`src/rtl/riscv_alu_pkg.sv`:
```
// Shared encodings for the multi-cycle EX unit: opcode groups, func codes,
// FSM state type and the default datapath width.
package riscv_alu_pkg;

    localparam int WIDTH_DEF = 32;

    localparam logic [2:0] ALUOP_ADD    = 3'b000;
    localparam logic [2:0] ALUOP_SUB    = 3'b001;
    localparam logic [2:0] ALUOP_RI     = 3'b010;
    localparam logic [2:0] ALUOP_MEXT   = 3'b011;
    localparam logic [2:0] ALUOP_BRANCH = 3'b100;

    // {funct7[5], funct3} for the R/I group
    localparam logic [3:0] F_ADD  = 4'b0000;
    localparam logic [3:0] F_SUB  = 4'b1000;
    localparam logic [3:0] F_SLL  = 4'b0001;
    localparam logic [3:0] F_SRL  = 4'b0101;
    localparam logic [3:0] F_SRA  = 4'b1101;
    localparam logic [3:0] F_SLT  = 4'b0010;
    localparam logic [3:0] F_SLTU = 4'b0011;
    localparam logic [3:0] F_XOR  = 4'b0100;
    localparam logic [3:0] F_OR   = 4'b0110;
    localparam logic [3:0] F_AND  = 4'b0111;

    localparam logic [2:0] M_MUL    = 3'b000;
    localparam logic [2:0] M_MULH   = 3'b001;
    localparam logic [2:0] M_MULHSU = 3'b010;
    localparam logic [2:0] M_MULHU  = 3'b011;
    localparam logic [2:0] M_DIV    = 3'b100;
    localparam logic [2:0] M_DIVU   = 3'b101;
    localparam logic [2:0] M_REM    = 3'b110;
    localparam logic [2:0] M_REMU   = 3'b111;

    localparam logic [2:0] B_EQ  = 3'b000;
    localparam logic [2:0] B_NE  = 3'b001;
    localparam logic [2:0] B_LT  = 3'b100;
    localparam logic [2:0] B_GE  = 3'b101;
    localparam logic [2:0] B_LTU = 3'b110;
    localparam logic [2:0] B_GEU = 3'b111;

    typedef enum logic [1:0] {
        ST_IDLE = 2'd0,
        ST_BUSY = 2'd1,
        ST_DONE = 2'd2
    } state_e;

endpackage

```
`src/rtl/riscv_muldiv_iter.sv`:
```
// Iterative RV32M engine: shift-add multiply and restoring divide on operand
// magnitudes, one bit per cycle, with sign correction applied to the final step.
module riscv_muldiv_iter
    import riscv_alu_pkg::*;
#(
    parameter int WIDTH = WIDTH_DEF
) (
    input  logic             clk,
    input  logic             rst,
    input  logic             i_abort,
    input  logic             i_start,
    input  logic [2:0]       i_op,
    input  logic [WIDTH-1:0] i_a,
    input  logic [WIDTH-1:0] i_b,
    output logic             o_early,
    output logic [WIDTH-1:0] o_early_result,
    output logic             o_done,
    output logic [WIDTH-1:0] o_result
);

    localparam int CNT_W = $clog2(WIDTH);

    logic [CNT_W-1:0]   r_cnt;
    logic               r_busy;
    logic [2:0]         r_op;
    logic               r_neg;
    logic [WIDTH-1:0]   r_hi;
    logic [WIDTH-1:0]   r_lo;
    logic [WIDTH-1:0]   r_opr;

    logic               w_is_div, w_a_sop, w_b_sop, w_a_neg, w_b_neg;
    logic [WIDTH-1:0]   w_a_mag, w_b_mag;
    logic               w_div_zero, w_div_ovf;
    logic [WIDTH:0]     w_sum, w_shift;
    logic [WIDTH-1:0]   w_rem_sub, w_hi_nxt, w_lo_nxt;
    logic [2*WIDTH-1:0] w_prod, w_prod_fix;

    assign w_is_div = i_op[2];
    assign w_a_sop  = (i_op == M_MUL) | (i_op == M_MULH) | (i_op == M_MULHSU) |
                      (i_op == M_DIV) | (i_op == M_REM);
    assign w_b_sop  = (i_op == M_MUL) | (i_op == M_MULH) | (i_op == M_DIV) | (i_op == M_REM);
    assign w_a_neg  = w_a_sop & i_a[WIDTH-1];
    assign w_b_neg  = w_b_sop & i_b[WIDTH-1];
    assign w_a_mag  = w_a_neg ? -i_a : i_a;
    assign w_b_mag  = w_b_neg ? -i_b : i_b;

    assign w_div_zero = w_is_div & (i_b == '0);
    assign w_div_ovf  = ((i_op == M_DIV) | (i_op == M_REM)) &
                        (i_a == {1'b1, {(WIDTH-1){1'b0}}}) & (i_b == '1);
    assign o_early    = w_div_zero | w_div_ovf;

    // op[1] separates remainder from quotient within the divide group
    always_comb begin
        o_early_result = '0;
        if (w_div_zero)
            o_early_result = i_op[1] ? i_a : '1;
        else if (w_div_ovf)
            o_early_result = i_op[1] ? '0 : i_a;
    end

    // One iteration: multiply shifts {carry,hi,lo} right, divide shifts {hi,lo} left
    assign w_sum     = r_lo[0] ? ({1'b0, r_hi} + {1'b0, r_opr}) : {1'b0, r_hi};
    assign w_shift   = {r_hi, r_lo[WIDTH-1]};
    assign w_rem_sub = w_shift[WIDTH-1:0] - r_opr;

    always_comb begin
        w_hi_nxt = w_sum[WIDTH:1];
        w_lo_nxt = {w_sum[0], r_lo[WIDTH-1:1]};
        if (r_op[2]) begin
            if (w_shift >= {1'b0, r_opr}) begin
                w_hi_nxt = w_rem_sub;
                w_lo_nxt = {r_lo[WIDTH-2:0], 1'b1};
            end else begin
                w_hi_nxt = w_shift[WIDTH-1:0];
                w_lo_nxt = {r_lo[WIDTH-2:0], 1'b0};
            end
        end
    end

    assign w_prod     = {w_hi_nxt, w_lo_nxt};
    assign w_prod_fix = r_neg ? -w_prod : w_prod;

    always_comb begin
        if (r_op[2])
            o_result = r_op[1] ? (r_neg ? -w_hi_nxt : w_hi_nxt)
                               : (r_neg ? -w_lo_nxt : w_lo_nxt);
        else
            o_result = (r_op[1:0] == 2'b00) ? w_prod_fix[WIDTH-1:0]
                                            : w_prod_fix[2*WIDTH-1:WIDTH];
    end

    assign o_done = r_busy & (r_cnt == '0);

    always_ff @(posedge clk) begin
        if (rst) begin
            r_cnt  <= '0;
            r_busy <= 1'b0;
            r_op   <= '0;
            r_neg  <= 1'b0;
            r_hi   <= '0;
            r_lo   <= '0;
            r_opr  <= '0;
        end else if (i_abort) begin
            r_busy <= 1'b0;
            r_cnt  <= '0;
        end else if (i_start) begin
            r_cnt  <= CNT_W'(WIDTH-1);
            r_busy <= 1'b1;
            r_op   <= i_op;
            r_neg  <= (w_is_div & i_op[1]) ? w_a_neg : (w_a_neg ^ w_b_neg);
            r_hi   <= '0;
            r_lo   <= w_is_div ? w_a_mag : w_b_mag;
            r_opr  <= w_is_div ? w_b_mag : w_a_mag;
        end else if (r_busy) begin
            r_hi <= w_hi_nxt;
            r_lo <= w_lo_nxt;
            if (r_cnt == '0)
                r_busy <= 1'b0;
            else
                r_cnt <= r_cnt - CNT_W'(1);
        end
    end

endmodule

```
`src/rtl/riscv_alu_mc.sv`:
```
// EX-stage execute unit: single-cycle ALU/branch compare plus an iterative
// RV32M engine, behind a registered result with valid/ready on both sides.
module riscv_alu_mc
    import riscv_alu_pkg::*;
#(
    parameter int WIDTH = WIDTH_DEF
) (
    input  logic             clk,
    input  logic             rst,
    input  logic             flush,
    input  logic             in_valid,
    output logic             in_ready,
    input  logic [WIDTH-1:0] dataA,
    input  logic [WIDTH-1:0] dataB,
    input  logic [2:0]       aluOp,
    input  logic [3:0]       func,
    output logic             out_valid,
    input  logic             out_ready,
    output logic [WIDTH-1:0] aluResult,
    output logic             branchFromAlu,
    output state_e           o_dbg_state
);

    localparam int CNT_W = $clog2(WIDTH);

    state_e           r_state, w_state_nxt;
    logic [WIDTH-1:0] r_result;
    logic             r_branch;

    logic [CNT_W-1:0] w_shamt;
    logic [WIDTH-1:0] w_add, w_sub, w_result, w_md_early_result, w_md_result;
    logic             w_lt, w_ltu, w_eq, w_branch;
    logic             w_md_early, w_md_done, w_md_iter, w_accept;

    // Handshake: a transfer happens on a cycle where valid and ready are both high;
    // the producer holds its payload until then, and flush cancels any transfer.
    assign in_ready  = (r_state == ST_IDLE) | ((r_state == ST_DONE) & out_ready);
    assign w_accept  = in_valid & in_ready & ~flush;
    assign w_md_iter = (aluOp == ALUOP_MEXT) & ~w_md_early;

    assign w_shamt = dataB[CNT_W-1:0];
    assign w_add   = dataA + dataB;
    assign w_sub   = dataA - dataB;
    assign w_lt    = $signed(dataA) < $signed(dataB);
    assign w_ltu   = dataA < dataB;
    assign w_eq    = dataA == dataB;

    always_comb begin
        w_result = '0;
        w_branch = 1'b0;
        case (aluOp)
            ALUOP_ADD: w_result = w_add;
            ALUOP_SUB: w_result = w_sub;
            ALUOP_RI: begin
                case (func)
                    F_ADD:   w_result = w_add;
                    F_SUB:   w_result = w_sub;
                    F_SLL:   w_result = dataA << w_shamt;
                    F_SRL:   w_result = dataA >> w_shamt;
                    F_SRA:   w_result = WIDTH'($signed(dataA) >>> w_shamt);
                    F_SLT:   w_result = {{(WIDTH-1){1'b0}}, w_lt};
                    F_SLTU:  w_result = {{(WIDTH-1){1'b0}}, w_ltu};
                    F_XOR:   w_result = dataA ^ dataB;
                    F_OR:    w_result = dataA | dataB;
                    F_AND:   w_result = dataA & dataB;
                    default: w_result = '0;
                endcase
            end
            ALUOP_MEXT: w_result = w_md_early_result;
            ALUOP_BRANCH: begin
                w_result = w_sub;
                case (func[2:0])
                    B_EQ:    w_branch = w_eq;
                    B_NE:    w_branch = ~w_eq;
                    B_LT:    w_branch = w_lt;
                    B_GE:    w_branch = ~w_lt;
                    B_LTU:   w_branch = w_ltu;
                    B_GEU:   w_branch = ~w_ltu;
                    default: w_branch = 1'b0;
                endcase
            end
            default: ;
        endcase
    end

    riscv_muldiv_iter #(.WIDTH(WIDTH)) u_muldiv (
        .clk            (clk),
        .rst            (rst),
        .i_abort        (flush),
        .i_start        (w_accept & w_md_iter),
        .i_op           (func[2:0]),
        .i_a            (dataA),
        .i_b            (dataB),
        .o_early        (w_md_early),
        .o_early_result (w_md_early_result),
        .o_done         (w_md_done),
        .o_result       (w_md_result)
    );

    always_comb begin
        w_state_nxt = r_state;
        case (r_state)
            ST_IDLE: if (w_accept) w_state_nxt = w_md_iter ? ST_BUSY : ST_DONE;
            ST_BUSY: if (w_md_done) w_state_nxt = ST_DONE;
            ST_DONE: begin
                if (w_accept)
                    w_state_nxt = w_md_iter ? ST_BUSY : ST_DONE;
                else if (out_ready)
                    w_state_nxt = ST_IDLE;
            end
            default: w_state_nxt = ST_IDLE;
        endcase
        if (flush)
            w_state_nxt = ST_IDLE;
    end

    always_ff @(posedge clk) begin
        if (rst)
            r_state <= ST_IDLE;
        else
            r_state <= w_state_nxt;
    end

    // Result register only moves on a new accept or on the last iteration
    always_ff @(posedge clk) begin
        if (rst) begin
            r_result <= '0;
            r_branch <= 1'b0;
        end else if (w_accept & ~w_md_iter) begin
            r_result <= w_result;
            r_branch <= w_branch;
        end else if ((r_state == ST_BUSY) & w_md_done & ~flush) begin
            r_result <= w_md_result;
            r_branch <= 1'b0;
        end
    end

    assign out_valid     = (r_state == ST_DONE);
    assign aluResult     = r_result;
    assign branchFromAlu = r_branch;
    assign o_dbg_state   = r_state;

endmodule
```
`config.mk`:
```
export PLATFORM = sky130hd
export DESIGN_NAME = riscv_alu_mc
export DESIGN_NICKNAME = d
export VERILOG_FILES = /design/src/rtl/riscv_alu_pkg.sv /design/src/rtl/riscv_muldiv_iter.sv /design/src/rtl/riscv_alu_mc.sv
export SDC_FILE = /design/constraint.sdc
export NUM_CORES = 1
export LEC_CHECK = 0
export ABC_AREA = 1
export CELL_PAD_IN_SITES_DETAIL_PLACEMENT = 0
export CELL_PAD_IN_SITES_GLOBAL_PLACEMENT = 1
export CORE_MARGIN = 2
export CORE_UTILIZATION = 39
export DETAILED_ROUTE_END_ITERATION = 16
export HOLD_SLACK_MARGIN = 0.06
export PLACE_DENSITY_LB_ADDON = 0.1
export SLEW_MARGIN = 5
export SYNTH_ARGS = -nofsm -noshare
export SYNTH_HDL_FRONTEND = slang
export SYNTH_SLANG_ARGS = --single-unit
```
`constraint.sdc`:
```
create_clock -name clk -period 4 [get_ports clk]
set_input_delay 0.4 -clock clk [delete_from_list [all_inputs] [get_ports clk]]
set_output_delay 0.4 -clock clk [all_outputs]
set_load 0.1 [all_outputs]
```
After elaboration in Yosys (flattened, before gate mapping)

Cells that the tools add are included.

$add $sub $neg: 10
Magnitude comparators: 3
Equal/unequal tests: 28
Shift operators: 3
Multiplexer cells: 44
Bitwise operators: 34
Reduce and logical (&&, ||, !) cells: 15

Operators by type and width:

| operator                                                              | count |
|---|---|
| 32-bit two-way mux                                                    | 22 |
| 32-bit one-hot mux with 10 select lines                               | 1 |
| 32-bit negation                                                       | 4 |
| 32-bit one-hot mux with 4 select lines                                | 1 |
| 32-bit equality test, second input constant                           | 2 |
| 32-bit < comparator                                                   | 2 |
| 64-bit two-way mux                                                    | 1 |
| 64-bit negation                                                       | 1 |
| 32-bit subtractor                                                     | 2 |
| 32-bit by 32-bit adder with 33-bit output                             | 1 |
| 33-bit by 32-bit greater-or-equal comparator with 1-bit output        | 1 |
| 33-bit two-way mux                                                    | 1 |
| 32-bit adder                                                          | 1 |
| 32-bit AND                                                            | 1 |
| 32-bit equality test                                                  | 1 |
| 32-bit logical NOT                                                    | 1 |
| 32-bit OR                                                             | 1 |
| 32-bit by 5-bit left shift with 32-bit output                         | 1 |
| 32-bit by 5-bit >> shifter with 32-bit output                         | 1 |
| 32-bit by 5-bit >>> shifter with 32-bit output                        | 1 |
| 32-bit bitwise XOR                                                    | 1 |
| 4-bit by 3-bit equality test with 1-bit output, second input constant | 4 |
| 1-bit AND                                                             | 15 |
| 3-bit equality test, second input constant                            | 5 |
| 27 further kinds                                                      | 65 |

Register bits: 141
Input bits: 76
Output and inout port bits: 37
Word-level logic and storage cells: 147

Logic depth before layout (Yosys ltp)

Gate-level depths: netlist of the first run.

Depth in word-level cells: 10
Gate-level depth with buffers: 35
Mapped depth without buffers: 34

Cells and area by module

From an unflattened synthesis of the first run, not the netlist that was laid out.

Cells, all modules: 5386
Area, all modules: 28139.5 sq um

By module, submodules not included:

| module            | instances | cells each | area each (sq um) | sequential area each (sq um) |
|---|---|---|---|---|
| riscv_muldiv_iter | 1         | 2995       | 16200.5           | 2122.0 |
| riscv_alu_mc      | 1         | 2391       | 11939.0           | 700.7 |

Worst setup path before layout of the first run

No wires, ideal clock.

Kind: register -> register
Start point: register r_state[1] (netlist: o_dbg_state[1])
End point: register u_muldiv.r_lo[2]
Setup time: 0.116 ns
Arrival: 3.719 ns
Required time: 3.884 ns
Path slack: 0.164 ns
Cell stages (with the launch flop): 9
Path buffers: 2
Period minus slack after synthesis: 3.836 ns
Path through: dfxtp_1 a21oi_1 nand3_1 nor2_1 clkbuf_1 clkbuf_1 o22ai_1 o211ai_1 inv_1

Word-level cells in the longest chain between the ends: 8
Elaborated cells between the ends (all ways): 10
Those cells by class: 1 x eq/ne; 1 x mux; 5 x bitwise; 3 x reduce/logical

RTL lines:

| item                          | line                     | text |
|---|---|---|
| from (decl)                   | riscv_alu_mc.sv:26       | `state_e r_state, w_state_nxt;` |
| from (signal assigned)        | riscv_alu_mc.sv:121      | `r_state <= w_state_nxt;` |
| 2-bit equality test           | riscv_alu_mc.sv:37       | `assign in_ready = (r_state == ST_IDLE) \| ((r_state == ST_DONE) & out_ready);` |
| 1-bit AND                     | riscv_alu_mc.sv:37       |  |
| 1-bit OR *                    | riscv_alu_mc.sv:37       |  |
| named net in_ready            | riscv_alu_mc.sv:12       | `output logic in_ready,` |
| 1-bit AND * (2 in series)     | riscv_alu_mc.sv:38       | `assign w_accept = in_valid & in_ready & ~flush;` |
| 1-bit AND *                   | riscv_alu_mc.sv:90       | `.i_start (w_accept & w_md_iter),` |
| 2-bit nonzero test (no line)  | --                       |  |
| 2-bit AND reduction (no line) | --                       |  |
| to (signal assigned)          | riscv_muldiv_iter.sv:112 | `r_lo <= w_is_div ? w_a_mag : w_b_mag;` |
| to (signal assigned)          | riscv_muldiv_iter.sv:116 | `r_lo <= w_lo_nxt;` |
| to (decl)                     | riscv_muldiv_iter.sv:28  | `logic [WIDTH-1:0] r_lo;` |

Mark *: on every way through the listed nets, which the timed path passes. The rest lies on a longest branch.
A chain may end at the register's enable or synchronous reset.

Final worst setup path of the first run

Start point: register u_muldiv.r_opr[28]
End point: register r_result[8] (netlist: aluResult[8])

Word-level cells in the longest chain between the ends: 9
Elaborated cells between the ends (all ways): 16
Those cells by class: 3 x add/sub; 1 x order compare; 12 x mux

RTL lines:

| item                                                             | line                                             | text |
|---|---|---|
| from (decl)                                                      | riscv_muldiv_iter.sv:29                          | `logic [WIDTH-1:0] r_opr;` |
| from (signal assigned)                                           | riscv_muldiv_iter.sv:113                         | `r_opr <= w_is_div ? w_b_mag : w_a_mag;` |
| 33-bit by 32-bit greater-or-equal comparator with 1-bit output * | riscv_muldiv_iter.sv:70                          | `if (w_shift >= {1'b0, r_opr}) begin` |
| 1-bit two-way mux or 32-bit two-way mux (tied branches)          | riscv_muldiv_iter.sv:70                          |  |
| 32-bit two-way mux                                               | riscv_muldiv_iter.sv:69                          | `if (r_op[2]) begin` |
| 64-bit negation (tied with other cells)                          | riscv_muldiv_iter.sv:81                          | `assign w_prod_fix = r_neg ? -w_prod : w_prod;` |
| 64-bit two-way mux (tied with other cells)                       | riscv_muldiv_iter.sv:81                          |  |
| 32-bit two-way mux (on tied branches)                            | riscv_muldiv_iter.sv:88, riscv_muldiv_iter.sv:85 |  |
| 32-bit two-way mux *                                             | riscv_muldiv_iter.sv:84                          | `if (r_op[2])` |
| 32-bit two-way mux *                                             | riscv_alu_mc.sv:132                              | `end else if ((r_state == ST_BUSY) & w_md_done & ~flush) begin` |
| 32-bit two-way mux *                                             | riscv_alu_mc.sv:129                              | `end else if (w_accept & ~w_md_iter) begin` |
| to (signal assigned)                                             | riscv_alu_mc.sv:130                              | `r_result <= w_result;` |
| to (signal assigned)                                             | riscv_alu_mc.sv:133                              | `r_result <= w_md_result;` |
| to (decl)                                                        | riscv_alu_mc.sv:27                               | `logic [WIDTH-1:0] r_result;` |

Every way passes the cells marked *; elsewhere a longest branch is shown, timed or not. The select of a mux whose other input is x is not followed.

==> results of run 1 <==
## metrics by stage
stage          util, %  power, mW  setup TNS (ns)
4_1_cts           50.4       7.13         -0.0102
6_report          51.7       7.33               0
3_3_place_gp      49.5       5.51          -39.73
3_5_place_dp      49.5       5.50          -34.05
5_1_grt           51.7       7.63           -1.60
2_1_floorplan        -       3.69               0
## state kept, by name, indices dropped and copies added, names as in the netlist
| signal | cells |
|---|---|
| u_muldiv.r_op | 3 |
| u_muldiv.r_cnt | 5 |
| u_muldiv.r_hi | 32 |
| branchFromAlu | 1 |
| u_muldiv.r_neg | 1 |
| aluResult | 32 |
| u_muldiv.r_opr | 32 |
| u_muldiv.r_busy | 1 |
| u_muldiv.r_lo | 32 |
| o_dbg_state | 2 |
## power groups by stage
| stage | Combinational [mW] | Clock (mW) | Sequential, mW |
|---|---|---|---|
| final | 4.22 | 1.64 | 1.47 |
| after global routing | 4.45 | 1.70 | 1.47 |
| after CTS | 4.01 | 1.64 | 1.47 |
| after detailed placement | 3.99 | 0 | 1.50 |
| after global placement | 4.00 | 0 | 1.50 |
| after floorplan | 2.03 | 0 | 1.66 |
## metal layers
metal,wire [um],vias to the layer above,global-route usage (%),part of all wire (%)
li1,-,17600,-,-
met1,62500,17300,53.1,39
met2,69000,2048,67.4,43
met3,14500,512,7.82,9.0
met4,15200,4,35.5,9.4
met5,19,-,0,0.012
## critical path, delay by kind of cell, from the launching register on
family	cells	cell delay (ns)
AO/OA/AOI/OAI	3	0.50
AND/OR/NAND/NOR	20	2.27
buffers and inverters	3	0.26
flip-flops	1	0.34
adder cells (fa/ha/maj)	2	0.44
## kinds of logic (layout without fill, tap and decap cells)
group / count (synthesis) / after routing
multiplexers: 20 / 20
AND/OR/NAND/NOR: 2518 / 2518
flip-flops: 141 / 141
buffers and inverters: 894 / 1531
AO/OA/AOI/OAI: 1089 / 1089
adder cells (fa/ha/maj): 172 / 172
XOR/XNOR: 144 / 144
## cell usage in the layout, fill, tap and decap left out, types with 17 or more instances in the layout
master / n
clkdlybuf4s50_1: 107
nand3_1: 365
a21oi_1: 363
nand2_1: 1372
nand4_1: 59
or2_2: 22
a21oi_2: 18
inv_2: 39
xor2_1: 120
dfxtp_2: 38
inv_1: 614
clkbuf_16: 17
o21ai_1: 25
ha_4: 33
nand3_2: 21
o22ai_1: 30
o221ai_1: 24
a211oi_1: 25
a31oi_1: 17
ha_1: 134
nand2_2: 84
nand2_4: 19
o2111ai_1: 31
buf_12: 24
buf_4: 698
xnor2_1: 24
nor2_2: 32
o211ai_1: 72
o21bai_1: 23
nor2_4: 18
dfxtp_1: 96
o21ai_0: 378
nor2_1: 418
mux2i_1: 20
nor3_1: 51
## final cells by class
type	instances	area, um2	share of cell area, %
Multi-Input combinational cell	3943	21600	60.7
Clock inverter	14	134	0.377
Tap cell	931	1160	3.28
Clock buffer	18	429	1.21
Inverter	664	2500	7.04
Timing Repair Buffer	835	6830	19.2
Sequential cell	141	2900	8.15
## worst max-delay path by stage
stage / startpoint / endpoint / cells after the start
2_1_floorplan: o_dbg_state[1] / u_muldiv.r_lo[2] / 8
3_3_place_gp: dataA[0] / u_muldiv.r_lo[31] / 22
3_5_place_dp: dataA[0] / u_muldiv.r_lo[31] / 22
4_1_cts: u_muldiv.r_opr[4] / aluResult[22] / 34
5_1_grt: u_muldiv.r_opr[4] / aluResult[27] / 24
6_report: u_muldiv.r_opr[28] / aluResult[8] / 28
## repair_timing
item | 4_1_cts | 5_1_grt
pin swaps | 0 | 49
setup buffers | 0 | 16
gates resized for setup | 14 | 195
setup endpoints to repair | 23 | 112
==> reports/metrics.yaml, run 1 <==
synth_top_area_share_pct: 19.6
worstSetupPathType: "reg2reg"
drive_gt1_share_pct: 20.0
cp_slowest_stage_delay_ns: 0.34
cp.arrival_ns: 4.31
finClkSkew_ns: 0.0191
power.switching_mw: 3.55
synth-compound-area-share_pct: 23.3
ff2ff_path_depth: 28
core.rowCount: 96
min_to: "u_muldiv.r_cnt[0]"
yosysWarnings: 0
fin_cells: 6546
synth-edff-count: 0
io_buffers: 112
core_mm2: 0.0688
synth_mux_area_share_pct: 0.736
netlist_top_cells_count: "nand2_1 (1418), inv_1 (633), nor2_1 (432)"
design_area_mm2: 0.0356
cp.required_ns: 4.36
fin_nets: 5850
synth_fp_nets: 5226
clockBufferDepth: 2
peakVddDrop_mv: 0.331
reg2reg_from: "u_muldiv.r_opr[28]"
antenna_cells: 0
dp_hpwl_um: 134000
syn-cell-area_mm2: 0.0272
antenna_left: 0
maxCapViolations: 0
antenna_found_initial: 3
cp-end-kind: "register"
finalMaxSlewViolations: 0
r2r_end: "aluResult[8]"
cts_hold_buffers: 0
fmax_mhz: 253
ys_ff_latch: 141
pwr-share-comb_pct: 57.5
fin_crit_ns: 3.95
dieHeight_um: 268
synth_top_cell_by_area: "nand2_1"
rsz0062_at_grt: "yes"
status: "complete, no violations"
clkPwrFrac_pct: 22.4
cp-start-kind: "register"
setup_violations: 0
synth_top_family_by_area: "simple AND/OR/NAND/NOR gates"
cts-root-buf: "clkbuf_16"
first_iter_violations: 4159
initial_core_util_pct: 39.5
yosys.area_share.simple_pct: 40.0
slew_headroom_pct: 21.1
cts_buffers: 17
fp.dieArea_mm2: 0.0719
via_per_inst: 5.72
cellPowerDensity_mw_per_mm2: 206
avgSynthCellArea_um2: 5.47
path_clk_slew_ns: 0.08
synth.distinct_cells: 66
cp_max_fo: 7
grt_start_max_net_pins: 87
synthFlopType: "dfxtp_1"
yosysMostFrequentCell: "nand2_1"
p_seq_share_pct: 20.1
area_delta_synth_final_pct: 30.6
clk-insertion-delay-late_ns: 0.49
reg2reg_slack_ns: 0.05
htree_num_levels: 4
dp.cells: 6498
grt_pass1_wl_um: 230000
fin_ws_ns: 0.0467
synth_xor_area_share_pct: 4.63
netlist_instances: 4978
gp_congestion: 1.11
hold_violations: 0
track_usage_pct: 43.7
dpl_worst_slack_ns: -0.467
die_x_um: 268
cp_slowest_cell: "dfxtp_2"
hp-class: "reg2reg"
num_vias: 37400
grt_pass1_vias: 34800
synthTopCellsByArea: "nand2_1 (20%), dfxtp_1 (10%), inv_1 (8.7%)"
ioPinCount: 113
hold_ws_ns: 0.463
wire_per_inst_um: 24.6
place_area_mm2: 0.0341
synthAdderAreaFrac_pct: 8.02
tightest_slew_ns: 1.18
min_path_cells: 2
netSwitchingFraction_pct: 48.4
ys_seq_area_share_pct: 10.4
clock_sink_count: 141
p_int_mw: 3.78
wl_um: 161000
period_share_pct: 98.8
post-route-drc-count: 0
cpMostUsedCell: "nand2_2"
grt-ovfl-total: 0
hold_path_startpoint: "u_muldiv.r_cnt[0]"
power.leakage_nw: 17.7
cts_tree: "done"
drt-pass1-iter-count: 7
n_fill_cell: 7573
synthArstFlopShare_pct: 0
Power figures use the tool's default switching activity.
==> run 2: changes to the inputs <==
==> constraint.sdc (replaced) <==
create_clock -name clk -period 4 [get_ports clk]
set_input_delay 0.4 -clock clk [delete_from_list [all_inputs] [get_ports clk]]
set_output_delay 0.4 -clock clk [all_outputs]
set_load 0.02 [all_outputs]
==> results of run 2 <==
The final DEF is identical to that of run 1. Status: complete, no violations.
Among the figures that moved: total power 7.33 mW -> 7.19 mW
